--- config.mk ---
export PLATFORM = sky130hd
export DESIGN_NAME = reg_writeback_queue
export DESIGN_NICKNAME = d
export VERILOG_FILES = /design/src/rtl/reg_writeback_queue_pkg.sv /design/src/rtl/reg_writeback_queue_fifo.sv /design/src/rtl/reg_writeback_queue.sv
export SDC_FILE = /design/constraint.sdc
export NUM_CORES = 1
export LEC_CHECK = 0
export CELL_PAD_IN_SITES_DETAIL_PLACEMENT = 1
export CELL_PAD_IN_SITES_GLOBAL_PLACEMENT = 1
export CORE_ASPECT_RATIO = 2
export CORE_MARGIN = 2
export CORE_UTILIZATION = 50
export CTS_CLUSTER_DIAMETER = 60
export DETAILED_ROUTE_END_ITERATION = 7
export GPL_TIMING_DRIVEN = 0
export PLACE_DENSITY_LB_ADDON = 0.1
export SYNTH_ARGS = -nofsm -noshare
export SYNTH_HDL_FRONTEND = slang
export SYNTH_SLANG_ARGS = --single-unit
--- constraint.sdc ---
create_clock -name clk -period 6.5 [get_ports clk]
set_input_delay 1.3 -clock clk [delete_from_list [all_inputs] [get_ports clk]]
set_output_delay 1.3 -clock clk [all_outputs]
set_load 0.005 [all_outputs]
--- src/rtl/reg_writeback_queue_pkg.sv ---
// ----------------------------------------------------------------------------
// PkgRegWriteback
// Shared types and constants for the register writeback queue.
//   WB_DEPTH       : port B FIFO entries (power of 2, >= 2)
//   WB_DATA_WIDTH  : register data width
//   WB_NUM_REGS    : architectural registers, register 0 hardwired to zero
//   WB_SEL_WIDTH   : register select width, the same width the register
//                    file uses for its write select
//   WbEntry        : one queued port B result {sel, data, kill}
//   PortIn_RegWriteback / PortOut_RegWriteback : bundled views of the
//                    queue's inputs and outputs, used inside the top module
// ----------------------------------------------------------------------------
package PkgRegWriteback;

  localparam int WB_DEPTH      = 4;
  localparam int WB_DATA_WIDTH = 32;
  localparam int WB_NUM_REGS   = 16;
  localparam int WB_SEL_WIDTH  = 4;

  typedef struct packed {
    logic [WB_SEL_WIDTH-1:0]  sel;
    logic [WB_DATA_WIDTH-1:0] data;
    logic                     kill;
  } WbEntry;

  typedef struct packed {
    logic                     aValid;
    logic [WB_SEL_WIDTH-1:0]  aSel;
    logic [WB_DATA_WIDTH-1:0] aData;
    logic                     bValid;
    logic [WB_SEL_WIDTH-1:0]  bSel;
    logic [WB_DATA_WIDTH-1:0] bData;
  } PortIn_RegWriteback;

  typedef struct packed {
    logic                     writeEn;
    logic [WB_SEL_WIDTH-1:0]  writeSel;
    logic [WB_DATA_WIDTH-1:0] writeData;
    logic [WB_NUM_REGS-1:0]   pending;
    logic                     empty;
    logic                     bReady;
  } PortOut_RegWriteback;

  // Register 0 is hardwired zero, so any traffic aimed at it is dropped.
  function automatic logic isLiveSel(input logic [WB_SEL_WIDTH-1:0] sel);
    return sel != '0;
  endfunction

endpackage

--- src/rtl/reg_writeback_queue_fifo.sv ---
// ----------------------------------------------------------------------------
// reg_writeback_fifo
// Circular buffer holding port B results until the writeback port is free.
// Every entry compares its sel against the kill select in parallel so a
// newer port A write can cancel all older queued writes to the same register.
// Ports:
//   clk, rst_n             : clock, asynchronous active-low reset
//   i_push, i_pushSel,
//   i_pushData             : enqueue a live entry at the tail
//   i_pop                  : dequeue the head entry
//   i_killEn, i_killSel    : mark every stored entry with sel == i_killSel
//   o_headSel, o_headData,
//   o_headKill             : current head entry
//   o_full, o_empty        : occupancy flags from the registered count
// ----------------------------------------------------------------------------
module reg_writeback_fifo
  import PkgRegWriteback::*;
#(
  parameter int DEPTH = WB_DEPTH
) (
  input  logic                     clk,
  input  logic                     rst_n,
  input  logic                     i_push,
  input  logic [WB_SEL_WIDTH-1:0]  i_pushSel,
  input  logic [WB_DATA_WIDTH-1:0] i_pushData,
  input  logic                     i_pop,
  input  logic                     i_killEn,
  input  logic [WB_SEL_WIDTH-1:0]  i_killSel,
  output logic [WB_SEL_WIDTH-1:0]  o_headSel,
  output logic [WB_DATA_WIDTH-1:0] o_headData,
  output logic                     o_headKill,
  output logic                     o_full,
  output logic                     o_empty
);

  localparam int PTR_W = $clog2(DEPTH);
  localparam int CNT_W = $clog2(DEPTH + 1);
  localparam logic [CNT_W-1:0] FULL_CNT = CNT_W'(DEPTH);

  WbEntry           r_mem [DEPTH];
  logic [PTR_W-1:0] r_head;
  logic [PTR_W-1:0] r_tail;
  logic [CNT_W-1:0] r_count;
  logic             w_doPush;
  logic             w_doPop;

  assign o_full     = (r_count == FULL_CNT);
  assign o_empty    = (r_count == '0);
  assign w_doPush   = i_push && !o_full;
  assign w_doPop    = i_pop && !o_empty;
  assign o_headSel  = r_mem[r_head].sel;
  assign o_headData = r_mem[r_head].data;
  assign o_headKill = r_mem[r_head].kill;

  // Storage and pointers. A slot being written by a push takes the fresh
  // entry with kill clear; this is what makes a same-cycle B push newer
  // than a same-cycle A write to the same register. Pointers wrap because
  // DEPTH is a power of two.
  always_ff @(posedge clk or negedge rst_n) begin
    if (!rst_n) begin
      r_head  <= '0;
      r_tail  <= '0;
      r_count <= '0;
      for (int i = 0; i < DEPTH; i++) begin
        r_mem[i] <= '0;
      end
    end else begin
      for (int i = 0; i < DEPTH; i++) begin
        if (w_doPush && (r_tail == PTR_W'(i))) begin
          r_mem[i] <= '{sel: i_pushSel, data: i_pushData, kill: 1'b0};
        end else if (i_killEn && (r_mem[i].sel == i_killSel)) begin
          r_mem[i].kill <= 1'b1;
        end
      end
      if (w_doPush) begin
        r_tail <= r_tail + 1'b1;
      end
      if (w_doPop) begin
        r_head <= r_head + 1'b1;
      end
      case ({w_doPush, w_doPop})
        2'b10:   r_count <= r_count + 1'b1;
        2'b01:   r_count <= r_count - 1'b1;
        default: r_count <= r_count;
      endcase
    end
  end

endmodule

--- src/rtl/reg_writeback_queue.sv ---
// ----------------------------------------------------------------------------
// reg_writeback_queue
// Sole writer of the register file write port. Merges single-cycle ALU
// results (port A, always accepted) with long-latency results (port B,
// valid/ready, buffered in a FIFO). Port A always wins arbitration; a port A
// write kills any older queued B write to the same register. A per-register
// pending mask lets decode stall on outstanding B writes.
// Ports:
//   clk, rst_n                          : clock, asynchronous active-low reset
//   in_a_valid, in_a_sel, in_a_data     : ALU result
//   in_b_valid, in_b_ready, in_b_sel,
//   in_b_data                           : long-latency result handshake
//   out_write_en/_sel/_data             : registered register file write
//   out_pending                         : bit r set while a live B write to r
//                                         is queued
//   out_empty                           : FIFO holds no entries
// Optional build macro REG_WRITEBACK_QUEUE_STATS_EN adds:
//   out_stat_killed                     : killed entries popped (saturating)
//   out_stat_full_cycles                : cycles spent full (saturating)
// ----------------------------------------------------------------------------
module reg_writeback_queue
  import PkgRegWriteback::*;
#(
  parameter int DEPTH      = WB_DEPTH,
  parameter int DATA_WIDTH = WB_DATA_WIDTH,
  parameter int NUM_REGS   = WB_NUM_REGS,
  parameter int SEL_WIDTH  = WB_SEL_WIDTH
) (
  input  logic                  clk,
  input  logic                  rst_n,
  input  logic                  in_a_valid,
  input  logic [SEL_WIDTH-1:0]  in_a_sel,
  input  logic [DATA_WIDTH-1:0] in_a_data,
  input  logic                  in_b_valid,
  output logic                  in_b_ready,
  input  logic [SEL_WIDTH-1:0]  in_b_sel,
  input  logic [DATA_WIDTH-1:0] in_b_data,
  output logic                  out_write_en,
  output logic [SEL_WIDTH-1:0]  out_write_sel,
  output logic [DATA_WIDTH-1:0] out_write_data,
  output logic [NUM_REGS-1:0]   out_pending,
  output logic                  out_empty
`ifdef REG_WRITEBACK_QUEUE_STATS_EN
  ,
  output logic [31:0]           out_stat_killed,
  output logic [31:0]           out_stat_full_cycles
`endif
);

  localparam int CNT_W = $clog2(DEPTH + 1);

  PortIn_RegWriteback  w_in;
  PortOut_RegWriteback w_out;

  logic                  w_aWrite;
  logic                  w_bAccept;
  logic                  w_pop;
  logic                  w_full;
  logic                  w_empty;
  logic [SEL_WIDTH-1:0]  w_headSel;
  logic [DATA_WIDTH-1:0] w_headData;
  logic                  w_headKill;

  logic [CNT_W-1:0]      r_counter [NUM_REGS];
  logic [CNT_W-1:0]      w_cntNext [NUM_REGS];
  logic [NUM_REGS-1:0]   w_pending;

  logic                  r_writeEn;
  logic [SEL_WIDTH-1:0]  r_writeSel;
  logic [DATA_WIDTH-1:0] r_writeData;

  assign w_in.aValid = in_a_valid;
  assign w_in.aSel   = in_a_sel;
  assign w_in.aData  = in_a_data;
  assign w_in.bValid = in_b_valid;
  assign w_in.bSel   = in_b_sel;
  assign w_in.bData  = in_b_data;

  // Ready depends only on the registered full flag, so a full queue never
  // accepts even when it pops the same cycle.
  assign w_aWrite  = w_in.aValid && isLiveSel(w_in.aSel);
  assign w_bAccept = w_in.bValid && !w_full && isLiveSel(w_in.bSel);
  assign w_pop     = !w_aWrite && !w_empty;

  reg_writeback_fifo #(
    .DEPTH(DEPTH)
  ) u_fifo (
    .clk       (clk),
    .rst_n     (rst_n),
    .i_push    (w_bAccept),
    .i_pushSel (w_in.bSel),
    .i_pushData(w_in.bData),
    .i_pop     (w_pop),
    .i_killEn  (w_aWrite),
    .i_killSel (w_in.aSel),
    .o_headSel (w_headSel),
    .o_headData(w_headData),
    .o_headKill(w_headKill),
    .o_full    (w_full),
    .o_empty   (w_empty)
  );

  // Per-register count of live queued B writes. Order matters: the pop
  // decrement and A-write clear happen first, then a same-cycle B push
  // increments, so A and B to the same register in one cycle leaves 1.
  // Killed entries were already removed from the count when A cleared it.
  always_comb begin
    for (int r = 0; r < NUM_REGS; r++) begin
      w_cntNext[r] = r_counter[r];
      if (w_pop && !w_headKill && (w_headSel == SEL_WIDTH'(r)) && (r_counter[r] != '0)) begin
        w_cntNext[r] = r_counter[r] - 1'b1;
      end
      if (w_aWrite && (w_in.aSel == SEL_WIDTH'(r))) begin
        w_cntNext[r] = '0;
      end
      if (w_bAccept && (w_in.bSel == SEL_WIDTH'(r))) begin
        w_cntNext[r] = w_cntNext[r] + 1'b1;
      end
    end
  end

  // Pending bits come straight from the registered counters; register 0 is
  // forced low since it can never be written.
  always_comb begin
    w_pending = '0;
    for (int r = 1; r < NUM_REGS; r++) begin
      w_pending[r] = (r_counter[r] != '0);
    end
  end

  // Counter state.
  always_ff @(posedge clk or negedge rst_n) begin
    if (!rst_n) begin
      for (int r = 0; r < NUM_REGS; r++) begin
        r_counter[r] <= '0;
      end
    end else begin
      for (int r = 0; r < NUM_REGS; r++) begin
        r_counter[r] <= w_cntNext[r];
      end
    end
  end

  // Registered write port. A always wins; otherwise the head is popped and
  // written unless it was killed. Select and data hold whenever no write
  // is issued, including a killed pop.
  always_ff @(posedge clk or negedge rst_n) begin
    if (!rst_n) begin
      r_writeEn   <= 1'b0;
      r_writeSel  <= '0;
      r_writeData <= '0;
    end else if (w_aWrite) begin
      r_writeEn   <= 1'b1;
      r_writeSel  <= w_in.aSel;
      r_writeData <= w_in.aData;
    end else if (w_pop && !w_headKill) begin
      r_writeEn   <= 1'b1;
      r_writeSel  <= w_headSel;
      r_writeData <= w_headData;
    end else begin
      r_writeEn   <= 1'b0;
    end
  end

  assign w_out.writeEn   = r_writeEn;
  assign w_out.writeSel  = r_writeSel;
  assign w_out.writeData = r_writeData;
  assign w_out.pending   = w_pending;
  assign w_out.empty     = w_empty;
  assign w_out.bReady    = !w_full;

  assign out_write_en   = w_out.writeEn;
  assign out_write_sel  = w_out.writeSel;
  assign out_write_data = w_out.writeData;
  assign out_pending    = w_out.pending;
  assign out_empty      = w_out.empty;
  assign in_b_ready     = w_out.bReady;

`ifdef REG_WRITEBACK_QUEUE_STATS_EN
  logic [31:0] r_statKilled;
  logic [31:0] r_statFull;

  // Saturating event counters for killed pops and cycles spent full.
  always_ff @(posedge clk or negedge rst_n) begin
    if (!rst_n) begin
      r_statKilled <= '0;
      r_statFull   <= '0;
    end else begin
      if (w_pop && w_headKill && (r_statKilled != '1)) begin
        r_statKilled <= r_statKilled + 1'b1;
      end
      if (w_full && (r_statFull != '1)) begin
        r_statFull <= r_statFull + 1'b1;
      end
    end
  end

  assign out_stat_killed      = r_statKilled;
  assign out_stat_full_cycles = r_statFull;
`else
  // Statistics are not built; nothing else depends on them.
`endif

endmodule
==> impl_results.html <==
<table>
<tr><th>Metric</th><th>Value</th></tr>
<tr><th colspan="2">Synth</th></tr>
<tr><td>Share of the yosys chip area belonging to registers</td><td>0.474</td></tr>
<tr><td>Total number of yosys warnings</td><td>0</td></tr>
<tr><td>Synth cell types</td><td>55</td></tr>
<tr><td>Post-synth top area share</td><td>0.474</td></tr>
<tr><td>Net count after synthesis</td><td>roughly 1200</td></tr>
<tr><td>FFs w/ async S/R, synth</td><td>1.00</td></tr>
<tr><td>Main flop type after synthesis</td><td>dfrtp_1</td></tr>
<tr><td>Leading area contributor after synthesis</td><td>dfrtp_1</td></tr>
<tr><td>Total of flip-flops plus latches after synthesis</td><td>approximately 240</td></tr>
<tr><td>Leading post-synthesis cells by cell area</td><td>dfrtp_1 47%, mux2_2 15%, mux4_2 6.5%, ha_1 5.0%, nand2_1 3.3%</td></tr>
<tr><td>Number of enable-type register cells in the synthesized netlist</td><td>0</td></tr>
<tr><td>Synth Area per Inst</td><td>11.8 um^2</td></tr>
<tr><td>Synthesized instance count</td><td>~1100</td></tr>
<tr><td>Post-Synthesis Cell Area</td><td>approximately 0.013 mm^2</td></tr>
<tr><th colspan="2">Hold path</th></tr>
<tr><td>Hold crit path type</td><td>reg -&gt; reg</td></tr>
<tr><th colspan="2">Clock tree</th></tr>
<tr><td>Number of sinks handled by clock tree synthesis</td><td>~240</td></tr>
<tr><td>Clock latency on the worst-skew pair</td><td>between 500 and 600 ps</td></tr>
<tr><td>Cts-stage hold buffer count</td><td>0</td></tr>
<tr><td># Post-CTS Setup Buffers</td><td>0</td></tr>
<tr><td>Number of H-tree levels</td><td>1</td></tr>
<tr><td>Clock-pin slew reported for the worst setup and hold paths after clock tree synthesis</td><td>about 60 ps</td></tr>
<tr><td>Num CTS Buffers</td><td>23</td></tr>
<tr><td>TritonCTS clock tree</td><td>yes</td></tr>
<tr><td>Maximum clock path buffer count</td><td>3</td></tr>
<tr><td>Post-CTS resize count</td><td>0</td></tr>
<tr><td>Cell at the root of the clock tree</td><td>clkbuf_16</td></tr>
<tr><th colspan="2">STA</th></tr>
<tr><td>Minimum clock period</td><td>4020 ps</td></tr>
<tr><td>Worst-case clock skew</td><td>16.3 ps</td></tr>
<tr><td>Slew headroom</td><td>0.365</td></tr>
<tr><td>Least-Margin Pin Slew</td><td>952 ps</td></tr>
<tr><td>Fmax</td><td>about 250 MHz</td></tr>
<tr><td>RSZ-0062 raised after global routing</td><td>no</td></tr>
<tr><td>Max-slew violation count</td><td>0</td></tr>
<tr><td>Final hold violations</td><td>0</td></tr>
<tr><td>Final count of negative-setup-slack endpoints</td><td>0</td></tr>
<tr><td>Aggregate negative setup slack</td><td>0 ps</td></tr>
<tr><td>Setup slack after layout</td><td>roughly 2500 ps</td></tr>
<tr><td>Fin crit share</td><td>0.618</td></tr>
<tr><td>Worst slack on hold paths</td><td>502 ps</td></tr>
<tr><th colspan="2">Finish</th></tr>
<tr><td>Count of filler cells inserted in the layout</td><td>about 2600</td></tr>
<tr><td>Area grow syn2layout</td><td>20.2%</td></tr>
<tr><td>Fraction of layout instances using a drive strength above 1</td><td>0.232</td></tr>
<tr><td>Highest-count cells in the layout ignoring fill and taps</td><td>237 x dfrtp_1, 162 x mux2_2, 123 x clkdlybuf4s50_1</td></tr>
<tr><td>Final-stage net count</td><td>around 1300</td></tr>
<tr><td>Most common cell after layout, fill and taps aside</td><td>dfrtp_1</td></tr>
<tr><td>Count of inserted antenna diode cells</td><td>0</td></tr>
<tr><th colspan="2">Global routing</th></tr>
<tr><td>Leftover overflow at the end of global routing</td><td>0</td></tr>
<tr><td>Via count of the first global-routing pass</td><td>around 10000</td></tr>
<tr><td>First-pass GRT wire length</td><td>about 54000 um</td></tr>
<tr><td>Largest net degree at the start of global routing</td><td>125</td></tr>
<tr><td>Global routing met1 resource utilization</td><td>0.331</td></tr>
<tr><td>Gr usage total</td><td>0.263</td></tr>
<tr><td>Number of antenna violations at the first check in global routing</td><td>0</td></tr>
<tr><td>Routing layer with the top usage in global route</td><td>met2</td></tr>
<tr><td>GRT met3 Usage</td><td>0.0311</td></tr>
<tr><td>Routing usage on met2</td><td>0.463</td></tr>
<tr><th colspan="2">Worst setup path</th></tr>
<tr><td>Worst Path Required</td><td>6920 ps</td></tr>
<tr><td>Crit-path max FO</td><td>10</td></tr>
<tr><td>Endpoint arrival time on the critical path</td><td>~4400 ps</td></tr>
<tr><td>Kind of launch point of the worst setup path</td><td>input pin</td></tr>
<tr><td>Type of the worst setup path</td><td>in -&gt; reg</td></tr>
<tr><td>Crit end category</td><td>register</td></tr>
<tr><th colspan="2">Placed design</th></tr>
<tr><td>Post-Place Setup Slack</td><td>1950 ps</td></tr>
<tr><td>Routability cong.</td><td>around 0.84</td></tr>
<tr><td>I/O Buffers</td><td>124</td></tr>
<tr><td>Half-perimeter wire length of the detailed placement result</td><td>23000 um</td></tr>
<tr><th colspan="2">Die</th></tr>
<tr><td>Die X-Extent</td><td>~120 um</td></tr>
<tr><td>Die outline area</td><td>about 0.026 mm^2</td></tr>
<tr><td>I/O Pins</td><td>131</td></tr>
<tr><td>Number of standard-cell rows in the floorplan</td><td>82</td></tr>
<tr><td>Initial core utilization</td><td>0.504</td></tr>
<tr><td>Core Region</td><td>about 0.025 mm^2</td></tr>
<tr><td>Die Y-Extent</td><td>roughly 230 um</td></tr>
<tr><th colspan="2">Route</th></tr>
<tr><td>Final ANT Viol Nets</td><td>0</td></tr>
<tr><td>Number of DRC violations after detailed-routing iteration 0</td><td>between 300 and 400</td></tr>
<tr><td>Residual DRC count</td><td>0</td></tr>
<tr><td>Total number of vias</td><td>around 8800</td></tr>
<tr><td>Final routed wirelength across all metal layers</td><td>roughly 33000 um</td></tr>
<tr><td>DRT Pass-1 Iters</td><td>5</td></tr>
<tr><td>Routed len/inst</td><td>around 21 um</td></tr>
<tr><td>Vias per Instance</td><td>around 5.6</td></tr>
<tr><th colspan="2">Power and ir drop</th></tr>
<tr><td>Cell Pwr Density</td><td>503 mW/mm^2</td></tr>
<tr><td>Max VDD drop</td><td>about 300 uV</td></tr>
<tr><td>Power after layout</td><td>around 7.6 mW</td></tr>
<tr><td>Static Leak</td><td>~6.5 nW</td></tr>
<tr><th colspan="2">Status</th></tr>
<tr><td>Outcome</td><td>complete, no violations</td></tr>
<tr><th colspan="2">Flow run</th></tr>
<tr><td>Max-cap viol count</td><td>0</td></tr>
</table>
-- synthesized netlist by cell type, types with 15 or more instances --
cell,count
mux2i_1,27
clkbuf_1,33
nand3_1,15
buf_2,21
inv_1,40
ha_1,50
a31oi_1,39
xor2_1,37
dfrtp_1,237
nor2_1,78
nand2_1,111
o21ai_0,20
mux2_2,162
nand2b_1,22
mux4_2,36
-- metrics by stage --
step,utilization,cells,cell area [um^2]
floorplan,-,1064,12500
detailed placement,0.573,1526,14200
CTS,0.606,1568,15000
global route,0.606,1568,15100
finish,0.606,1568,15100
global placement,0.571,1524,14200
-- final cells by class --
class / count / area, um^2 / share of cell area
clock inverters: 13 / 168 / 0.0111
well taps: 336 / 420 / 0.0279
repair buffers: 126 / 1280 / 0.0849
inverters: 40 / 150 / 0.00997
multi-input cells: 728 / 6180 / 0.410
flip-flops and latches: 237 / 5930 / 0.394
clock buffers: 29 / 658 / 0.0437
plain buffers: 59 / 270 / 0.0180
-- state kept, by name (all words and copies together), names as in the netlist --
register,flops
u_fifo.r_tail,2
u_fifo.r_head,2
out_write_en,1
u_fifo.r_mem,148
out_write_sel,4
u_fifo.r_count,3
out_write_data,32
r_counter,45
-- worst max-delay path, stage by stage --
cell and delay (ps):
clkdlybuf4s50_1 480, o41a_1 450, buf_2 230, nor4b_4 580, buf_4 290, nand3_1 130, a211oi_1 420, ha_1 290
mux2_2 260
-- power breakdown --
group	switching [mW]	leakage [nW]	internal (mW)
Sequential	0.424	2.85	2.19
Combinational	1.74	3.22	1.77
Clock	0.600	0.407	0.846
-- final timing paths --
path,startpoint,depth (start not counted),end,slack [ps]
max,in_a_sel[0],9,r_counter[1]$_DFF_PN0_,2480
min,u_fifo.r_mem[56]$_DFFE_PN0P_,1,u_fifo.r_mem[56]$_DFFE_PN0P_,500
max reg2reg,u_fifo.r_head[1]$_DFFE_PN0P_,10,r_counter[37]$_DFF_PN0_,3120
min reg2reg,u_fifo.r_mem[56]$_DFFE_PN0P_,1,u_fifo.r_mem[56]$_DFFE_PN0P_,500
max in group asynchronous,rst_n,2,u_fifo.r_mem[119]$_DFFE_PN0P_,4500
min in group asynchronous,rst_n,1,r_counter[5]$_DFF_PN0_,840
-- metal layers --
layer  part of all wire  vias to the layer above
met3              0.033                       50
met1               0.41                     4580
met5                  0                        -
met2               0.53                      158
met4              0.031                        0
li1                   -                     4055
-- cell families (layout without fill, tap and decap cells) --
kind of cell	count (synthesis)	after routing	synth area share
simple gates	304	304	0.123
mux	226	226	0.234
fa+ha+maj	51	51	0.0516
buf+inv	99	267	0.0336
flops	237	237	0.474
compound gates	94	94	0.0465
other cells	1	1	0.000299
xor+xnor	52	52	0.0370
No activity file was read; power rests on OpenSTA's default activity.
